==> src/rtl/counter_pkg.sv <==
`default_nettype none
// +----------------------------------------------------------------------+
// | counter_pkg                                                          |
// | Shared direction and overflow-mode encodings for mod_counter.        |
// | Revision: 1.0                                                        |
// +----------------------------------------------------------------------+
package counter_pkg;

    typedef enum logic {
        DIR_DOWN = 1'b0,
        DIR_UP   = 1'b1
    } dir_e;

    typedef enum logic {
        MODE_WRAP = 1'b0,
        MODE_SAT  = 1'b1
    } mode_e;

endpackage
`default_nettype wire

==> src/rtl/tick_gen.sv <==
`default_nettype none
// +----------------------------------------------------------------------+
// | tick_gen                                                             |
// | Prescaler: tick on every PRESCALE-th enabled cycle.                  |
// | Revision: 1.0                                                        |
// +----------------------------------------------------------------------+
module tick_gen #(
    parameter int PRESCALE = 1
) (
    input  logic clk,
    input  logic rst,
    input  logic en,
    input  logic restart,
    output logic tick
);

    generate
        if (PRESCALE <= 1) begin : g_bypass
            logic w_unused;
            assign w_unused = &{1'b0, clk, rst, restart};
            assign tick     = en;
        end else begin : g_prescale
            localparam int PW = $clog2(PRESCALE);
            localparam logic [PW-1:0] c_last = PW'(PRESCALE - 1);

            logic [PW-1:0] r_phase;
            logic          w_last;

            assign w_last = (r_phase == c_last);
            assign tick   = en && w_last;

            // Phase freezes whenever en is low so a paused count resumes mid-period.
            always_ff @(posedge clk) begin
                if (rst || restart) begin
                    r_phase <= '0;
                end else if (en) begin
                    r_phase <= w_last ? '0 : r_phase + 1'b1;
                end
            end
        end
    endgenerate

endmodule
`default_nettype wire

==> src/rtl/mod_counter.sv <==
`default_nettype none
// +----------------------------------------------------------------------+
// | mod_counter                                                          |
// | Up/down modulo counter with load, wrap/saturate, tc and sticky flags.|
// | Revision: 1.0                                                        |
// +----------------------------------------------------------------------+
module mod_counter
    import counter_pkg::*;
#(
    parameter int          WIDTH     = 8,
    parameter int          PRESCALE  = 1,
    parameter int unsigned RESET_VAL = 0
) (
    input  logic             clk,
    input  logic             rst,
    input  logic             en,
    input  logic             clr,
    input  logic             load,
    input  logic [WIDTH-1:0] load_val,
    input  logic             dir,
    input  logic             sat_mode,
    input  logic [WIDTH-1:0] max_val,
    input  logic             flag_clr,
    output logic [WIDTH-1:0] count,
    output logic             tc,
    output logic             ovf,
    output logic             udf
);

    localparam logic [WIDTH-1:0] c_reset_val = WIDTH'(RESET_VAL);

    logic [WIDTH-1:0] r_count;
    logic             r_tc;
    logic             r_ovf;
    logic             r_udf;
    logic             w_tick;
    logic             w_step;
    logic [WIDTH-1:0] w_load_clamped;
    dir_e             w_dir;
    mode_e            w_mode;

    assign w_dir          = dir_e'(dir);
    assign w_mode         = mode_e'(sat_mode);
    assign w_step         = en && w_tick;
    assign w_load_clamped = (load_val > max_val) ? max_val : load_val;

    tick_gen #(
        .PRESCALE (PRESCALE)
    ) u_tick_gen (
        .clk     (clk),
        .rst     (rst),
        .en      (en),
        .restart (clr || load),
        .tick    (w_tick)
    );

    // Flag clear is applied first so a same-cycle terminal event wins.
    always_ff @(posedge clk) begin
        if (rst) begin
            r_count <= c_reset_val;
            r_tc    <= 1'b0;
            r_ovf   <= 1'b0;
            r_udf   <= 1'b0;
        end else if (clr) begin
            r_count <= '0;
            r_tc    <= 1'b0;
            r_ovf   <= 1'b0;
            r_udf   <= 1'b0;
        end else begin
            r_tc <= 1'b0;
            if (flag_clr) begin
                r_ovf <= 1'b0;
                r_udf <= 1'b0;
            end
            if (load) begin
                r_count <= w_load_clamped;
            end else if (w_step) begin
                if (w_dir == DIR_UP) begin
                    if (r_count >= max_val) begin
                        r_count <= (w_mode == MODE_SAT) ? max_val : '0;
                        r_ovf   <= 1'b1;
                        r_tc    <= 1'b1;
                    end else begin
                        r_count <= r_count + 1'b1;
                    end
                end else begin
                    if (r_count == '0) begin
                        r_count <= (w_mode == MODE_SAT) ? '0 : max_val;
                        r_udf   <= 1'b1;
                        r_tc    <= 1'b1;
                    end else begin
                        r_count <= r_count - 1'b1;
                    end
                end
            end
        end
    end

    assign count = r_count;
    assign tc    = r_tc;
    assign ovf   = r_ovf;
    assign udf   = r_udf;

endmodule
`default_nettype wire

==> config.mk <==
export PLATFORM = sky130hd
export DESIGN_NAME = mod_counter
export DESIGN_NICKNAME = d
export VERILOG_FILES = /design/src/rtl/counter_pkg.sv /design/src/rtl/tick_gen.sv /design/src/rtl/mod_counter.sv
export SDC_FILE = /design/constraint.sdc
export NUM_CORES = 1
export LEC_CHECK = 0
export CAP_MARGIN = 20
export CORE_MARGIN = 5
export CORE_UTILIZATION = 30
export DETAILED_ROUTE_END_ITERATION = 8
export GPL_TIMING_DRIVEN = 0
export MAX_ROUTING_LAYER = met4
export PLACE_DENSITY = 0.57
export SYNTH_ARGS = -nofsm -noshare
export SYNTH_HDL_FRONTEND = slang
export SYNTH_SLANG_ARGS = --single-unit
export TNS_END_PERCENT = 10
==> constraint.sdc <==
create_clock -name clk -period 2.8 [get_ports clk]
set_clock_uncertainty 0.05 [all_clocks]
set_input_delay 0.56 -clock clk [delete_from_list [all_inputs] [get_ports clk]]
set_output_delay 0.56 -clock clk [all_outputs]
set_load 0.01 [all_outputs]
# Word-level counts from Yosys, hierarchy flattened
# Index checks and enable logic that the tools add are counted.
# classes
addsub	2
n_lt_le_gt_ge	2
n_mux	21
bitwise	1
n_reduce_logical	4
# op_table
operator	n
$mux W8	8
$mux W1	13
$add A8 B1 Y8 const B	1
$ge A8 B8 Y1	1
$gt A8 B8 Y1	1
$logic_not A8 Y1	1
$sub A8 B1 Y8 const B	1
$reduce_or A4 Y1	1
$reduce_bool A2 Y1	1
$reduce_or A2 Y1	1
$not A1 Y1	1
# word_totals
reg_bits	11

# Longest topological paths before layout
# Gate-level depths: netlist (run 1).
# depth
ltp_word	5
depth_mapped	9

# By module
# Synthesis (run 1) repeated with hierarchy kept, for this count alone.
# hier_totals
cells_unflattened	204
hier_area_um2	1570.3
# by_module_without_submodules
mod	instances	cells_each	area_each_um2
mod_counter	1	203	1562.7
tick_gen	1	1	7.5

# Least setup slack after synthesis (run 1)
# OpenSTA, ideal clock, no wires.
# synth_timing
path_type	register to register
from	reg r_count[0], in the netlist count[0]
to	reg r_count[7], in the netlist count[7]
setup_ns	0.070
arrival_ns	2.367
required_time_ns	2.680
slack_ns	0.313
stages_incl_launch_ff	10
cell_sequence	dfxtp_1 -> inv_1 -> ha_1 -> nand2b_1 -> a2111o_1 -> a21oi_1 -> buf_2 -> nand2_1 -> a311o_1 -> a21oi_1
# synth_via
elab_chain_cells	5
word_cells_on_any_way	9
cone_classes	add/sub (2); order compare (1); mux (5); reduce/logical (1)
# synth_lines
item	line	text
start, declared	mod_counter.sv:32	logic [WIDTH-1:0] r_count;
start signal, assigned	mod_counter.sv:60	r_count <= c_reset_val;
start signal, assigned	mod_counter.sv:76	r_count <= w_load_clamped;
start signal, assigned	mod_counter.sv:80	r_count <= (w_mode == MODE_SAT) ? max_val : '0;
$sub A8 B1 Y8 (tied with other cells)	mod_counter.sv:92	r_count <= r_count - 1'b1;
$mux W8, on equally long branches	mod_counter.sv:87, mod_counter.sv:79	
$mux W8 *	mod_counter.sv:78	if (w_dir == DIR_UP) begin
$mux W8 *	mod_counter.sv:77	end else if (w_step) begin
$mux W8 *	mod_counter.sv:75	if (load) begin
# Every way passes the cells marked *; elsewhere a longest branch is shown, timed or not. The select of a mux whose other input is x is not followed.
# A chain may end at the register's enable or synchronous reset.

# Worst setup path in the final report (run 1)
# layout_timing
from	in max_val[3]
to	reg r_count[5], in the netlist count[5]
# layout_via
elab_chain_cells	5
word_cells_on_any_way	7
cone_classes	order compare (2); mux (5)
# layout_lines
item	line	text
start, declared	mod_counter.sv:22	input logic [WIDTH-1:0] max_val,
$ge A8 B8 Y1	mod_counter.sv:79	if (r_count >= max_val) begin
$mux W8	mod_counter.sv:79	
$mux W8	mod_counter.sv:78	
$mux W8	mod_counter.sv:77	
$mux W8 *	mod_counter.sv:75	
end signal, assigned	mod_counter.sv:76	
end signal, assigned	mod_counter.sv:80	
end signal, assigned	mod_counter.sv:84	r_count <= r_count + 1'b1;
# Marked as above.

==> results of run 1 <==
-- where the power goes --
group / internal [mW] / switching [mW]
Sequential: 0.164 / 0.0151
Clock: 0.101 / 0.0708
Combinational: 0.151 / 0.154
Total: 0.416 / 0.240
-- metal layers --
layer / GRT usage (%) / wire (um)
met1: 19.5 / 2210
met2: 24.8 / 2110
met3: 3.17 / 176
met4: 2.23 / 35
met5: - / 0
-- critical path: stages --
cell	delay, ns
sky130_fd_sc_hd__clkdlybuf4s50_1	0.56
sky130_fd_sc_hd__inv_1	0.09
sky130_fd_sc_hd__ha_1	0.22
sky130_fd_sc_hd__a2111o_1	0.43
sky130_fd_sc_hd__a21oi_4	0.21
sky130_fd_sc_hd__buf_6	0.18
sky130_fd_sc_hd__nand2_1	0.07
sky130_fd_sc_hd__a311o_1	0.36
sky130_fd_sc_hd__a21oi_2	0.14
-- sequential cells by signal (all words and copies together) (netlist names) --
| register | count |
|---|---|
| tc | 1 |
| ovf | 1 |
| udf | 1 |
| count | 8 |
-- how the worst max path moves through the flow --
stage               startpoint  endpoint  slack, ns  cells after the start
floorplan             count[0]  count[7]       0.31                      9
global placement    max_val[0]  count[5]      -0.56                      9
detailed placement  max_val[0]  count[5]      -0.49                      9
CTS                   count[0]  count[5]       0.02                      9
global route        max_val[1]  count[6]     -0.004                      8
finish              max_val[3]  count[5]        0.1                      9
-- layout make-up --
cell class                      count  area (sq um)
Buffer                             10          66.3
Tap cell                           54          67.6
Fill cell                         489          2740
Sequential cell                    11           221
Multi-Input combinational cell    153          1150
Clock buffer                        4          45.0
Inverter                           13          48.8
Timing Repair Buffer               36           352
-- timing repair --
action | in CTS | in global routing
resized for setup | 7 | 6
setup buffers | 0 | 3
hold endpoints to repair | 0 | 0
hold buffers | 0 | 0
pin swaps | 2 | 5
cloned | 0 | 0
endpoints found under the setup margin | 8 | 6
-- through the flow --
| stage | setup WS [ns] | total power [mW] | area, sq um | TNS (ns) | std cells |
|---|---|---|---|---|---|
| finish | 0.0954 | 0.656 | 1950 | 0 | 281 |
| global route | -0.00357 | 0.695 | 1950 | -0.00671 | 281 |
| CTS | 0.0194 | 0.643 | 1910 | 0 | 278 |
| detailed placement | -0.494 | 0.462 | 1840 | -3.29 | 274 |
| global placement | -0.559 | 0.461 | 1840 | -3.79 | 274 |
| floorplan | 0.313 | 0.363 | 1440 | 0 | 187 |
-- logic make-up (layout without fill, tap and decap cells) --
family | Yosys count | count (layout) | share of synthesized area (%)
compound gates | 49 | 49 | 23.4
xor+xnor | 10 | 10 | 6.08
fa+ha+maj | 19 | 19 | 16.5
buf+inv | 23 | 63 | 7.56
flops | 11 | 11 | 15.3
mux | 12 | 12 | 8.69
simple gates | 63 | 63 | 22.5
-- Yosys cell counts, types with 4 or more instances --
master and number:
sky130_fd_sc_hd__o21ai_0 7, sky130_fd_sc_hd__xor2_1 4, sky130_fd_sc_hd__nor2_1 12, sky130_fd_sc_hd__mux2i_1 8, sky130_fd_sc_hd__dfxtp_1 11, sky130_fd_sc_hd__a21oi_1 16
sky130_fd_sc_hd__nand2_1 14, sky130_fd_sc_hd__nand2b_1 6, sky130_fd_sc_hd__nand3_1 7, sky130_fd_sc_hd__inv_1 13, sky130_fd_sc_hd__a211oi_1 6, sky130_fd_sc_hd__ha_1 19
sky130_fd_sc_hd__nor3_1 9, sky130_fd_sc_hd__xnor2_1 6, sky130_fd_sc_hd__mux2_2 4
-- layout by cell type, fill, tap and decap left out, types with 2 or more instances in the layout --
cell type and count:
sky130_fd_sc_hd__a211oi_1 5, sky130_fd_sc_hd__or2_2 2, sky130_fd_sc_hd__nand2_1 14, sky130_fd_sc_hd__a31oi_1 2
sky130_fd_sc_hd__nor3_1 9, sky130_fd_sc_hd__o31ai_1 2, sky130_fd_sc_hd__nand2b_1 6, sky130_fd_sc_hd__inv_1 13
sky130_fd_sc_hd__clkbuf_8 3, sky130_fd_sc_hd__mux2_2 4, sky130_fd_sc_hd__clkbuf_1 4, sky130_fd_sc_hd__o21ai_0 6
sky130_fd_sc_hd__buf_6 3, sky130_fd_sc_hd__a221oi_1 3, sky130_fd_sc_hd__nor2_1 12, sky130_fd_sc_hd__clkdlybuf4s50_1 32
sky130_fd_sc_hd__buf_4 4, sky130_fd_sc_hd__a21o_1 2, sky130_fd_sc_hd__mux2i_1 8, sky130_fd_sc_hd__or3_1 3
sky130_fd_sc_hd__a311o_1 3, sky130_fd_sc_hd__nand4_1 3, sky130_fd_sc_hd__xnor2_1 6, sky130_fd_sc_hd__ha_1 19
sky130_fd_sc_hd__dfxtp_1 10, sky130_fd_sc_hd__a21oi_1 14, sky130_fd_sc_hd__nand3_1 7, sky130_fd_sc_hd__xor2_1 4
==> results by stage, run 1 <==
Min path:
- The min-delay analysis places its worst path in the category reg2reg.
- The hold path endpoint is ovf.
- Along the worst hold path, the cell count comes to 2.
- The launch point of the worst hold path is ovf.

Pwr:
- The leakage power total is 0.801 nW.
- Power spread over the standard cell area amounts to 336 nW/um^2.
- IR analysis of the VDD net gives a maximum drop of 0.188 mV.

Setup path:
- At the worst endpoint, the arrival time is 2.83 ns.
- The required time at the endpoint of the critical path is 2.92 ns.
- The maximum fanout along the worst path is 10.
- The critical path class is in2reg.
- The kind of start point of the critical path is an input port.
- In this run the critical register-to-register path is captured at count[5].
- The register-to-register setup slack is 0.22 ns.
- The beginning of the worst register-to-register path is count[0].
- STA classifies the critical path endpoint as a flop.
- The worst register-to-register path has a depth of 9.

Clock network:
- The number of sinks driven by the clock tree is 11.
- The clock-pin slew on the worst setup and hold paths is 0.06 ns.
- TritonCTS built the clock tree.
- The number of buffers on the longest clock path is 2.
- The tree is rooted in a sky130_fd_sc_hd__clkbuf_8.
- In this run, CTS created clock tree buffers numbering 3.
- The level count of the clock H-tree is 1.
- The clock insertion delay at the later pin of the skew report is 0.24 ns.

Yosys:
- The mapped netlist covers 1440 sq um.
- The mean instance size in the synthesized netlist is 7.70 sq um.
- The share of async-settable or async-resettable flops after synthesis is 0%.
- In this run, synthesis produced a sequential element count of 11.
- Synthesis instantiated 43 different standard cells from the library.
- The share of the synthesized area in the top cell type is 16.5%.
- The commonest register cell after synthesis is sky130_fd_sc_hd__dfxtp_1.
- The net count after synthesis is 230.
- The share of synthesized area occupied by flip-flops and latches is 15.3%.
- The number of warnings issued by yosys is 0.
- The post-synthesis cell type with the largest combined area is sky130_fd_sc_hd__ha_1.
- Ranked by total cell area, the synthesized netlist is headed by sky130_fd_sc_hd__ha_1 17%, sky130_fd_sc_hd__dfxtp_1 15%, sky130_fd_sc_hd__a21oi_1 5.6%.
- The cell count after synthesis is 187.
- The number of enable flip-flop cells after synthesis is 0.

Route:
- The first routing iteration left 102 violations.
- The total via count after detailed routing is 1524.
- The sum of routed wire length over all layers is 4.54 mm.
- Dividing the detail-routed wire length by the instance count gives 16.1 um.
- The pre-antenna-repair detailed-routing pass consisted of 4 iterations.
- After detailed routing, the number of vias per cell comes to 5.42.
- The number of design rule violations left after detail routing is 0.
- Once detail routing completed, the nets flagged for antenna violations numbered 0.

Layout:
- The layout-stage area growth over the synthesis result is 35.4%.
- Cells with a size suffix above 1 make up 12.8% of the layout.
- The core utilization of the finished layout is 41.6%.
- For this run, the post-layout net count is 271.
- The number of antenna diodes in the final layout is 0.

Floorplan:
- Once the floorplan was initialized, standard cells occupied 30.7% of the core.
- In this run the vertical extent of the chip is 79.3 um.
- The initialized floorplan defines 25 standard-cell rows.
- The die area is 6290 sq um.
- The core region is 4690 sq um.
- The die span in x is 79.3 um.
- For this design the top-level I/O count stands at 35.

GRT:
- After global routing the overflow that remains totals 0.
- The overall track demand over capacity in global routing is 15.1%.
- The global-route wire length before repair is 7.29 mm.
- The via count of the first global-routing pass is 1496.
- The largest net degree at the start of global routing is 12.
- The initial antenna violation count is 0.

Timing:
- At the pin with the least slew margin, the transition time is 0.551 ns.
- The time the worst path needs with I/O delays and setup is 2.70 ns.
- The tightest slew margin relative to the limit is 63.0%.
- The max-slew violation count is 0.
- The final critical path takes up 96.6% of the cycle.
- The count of final hold-check violations was 0.
- Timing would allow up to 0.370 GHz.
- The worst hold-check slack is 0.439 ns.
- The final setup violation count is 0.
- Setup repair after global routing could not meet its margin everywhere.

Flow run:
- The max-cap check violation count is 0.

Outcome:
- The run finished with clean final reports.

Placement:
- In this run the tool buffered the top-level ports with 33 buffer cells.
- The placer congestion estimate is 0.893.
- Detailed placement ended at an HPWL of 3.52 mm.
No activity file was read; power rests on OpenSTA's default activity.
==> run 2: changes to the inputs <==
- CAP_MARGIN: 20 -> not set
- HOLD_SLACK_MARGIN: not set -> 0.15
==> results of run 2 <==
Final layout, timing and power as in run 1 (identical DEF).
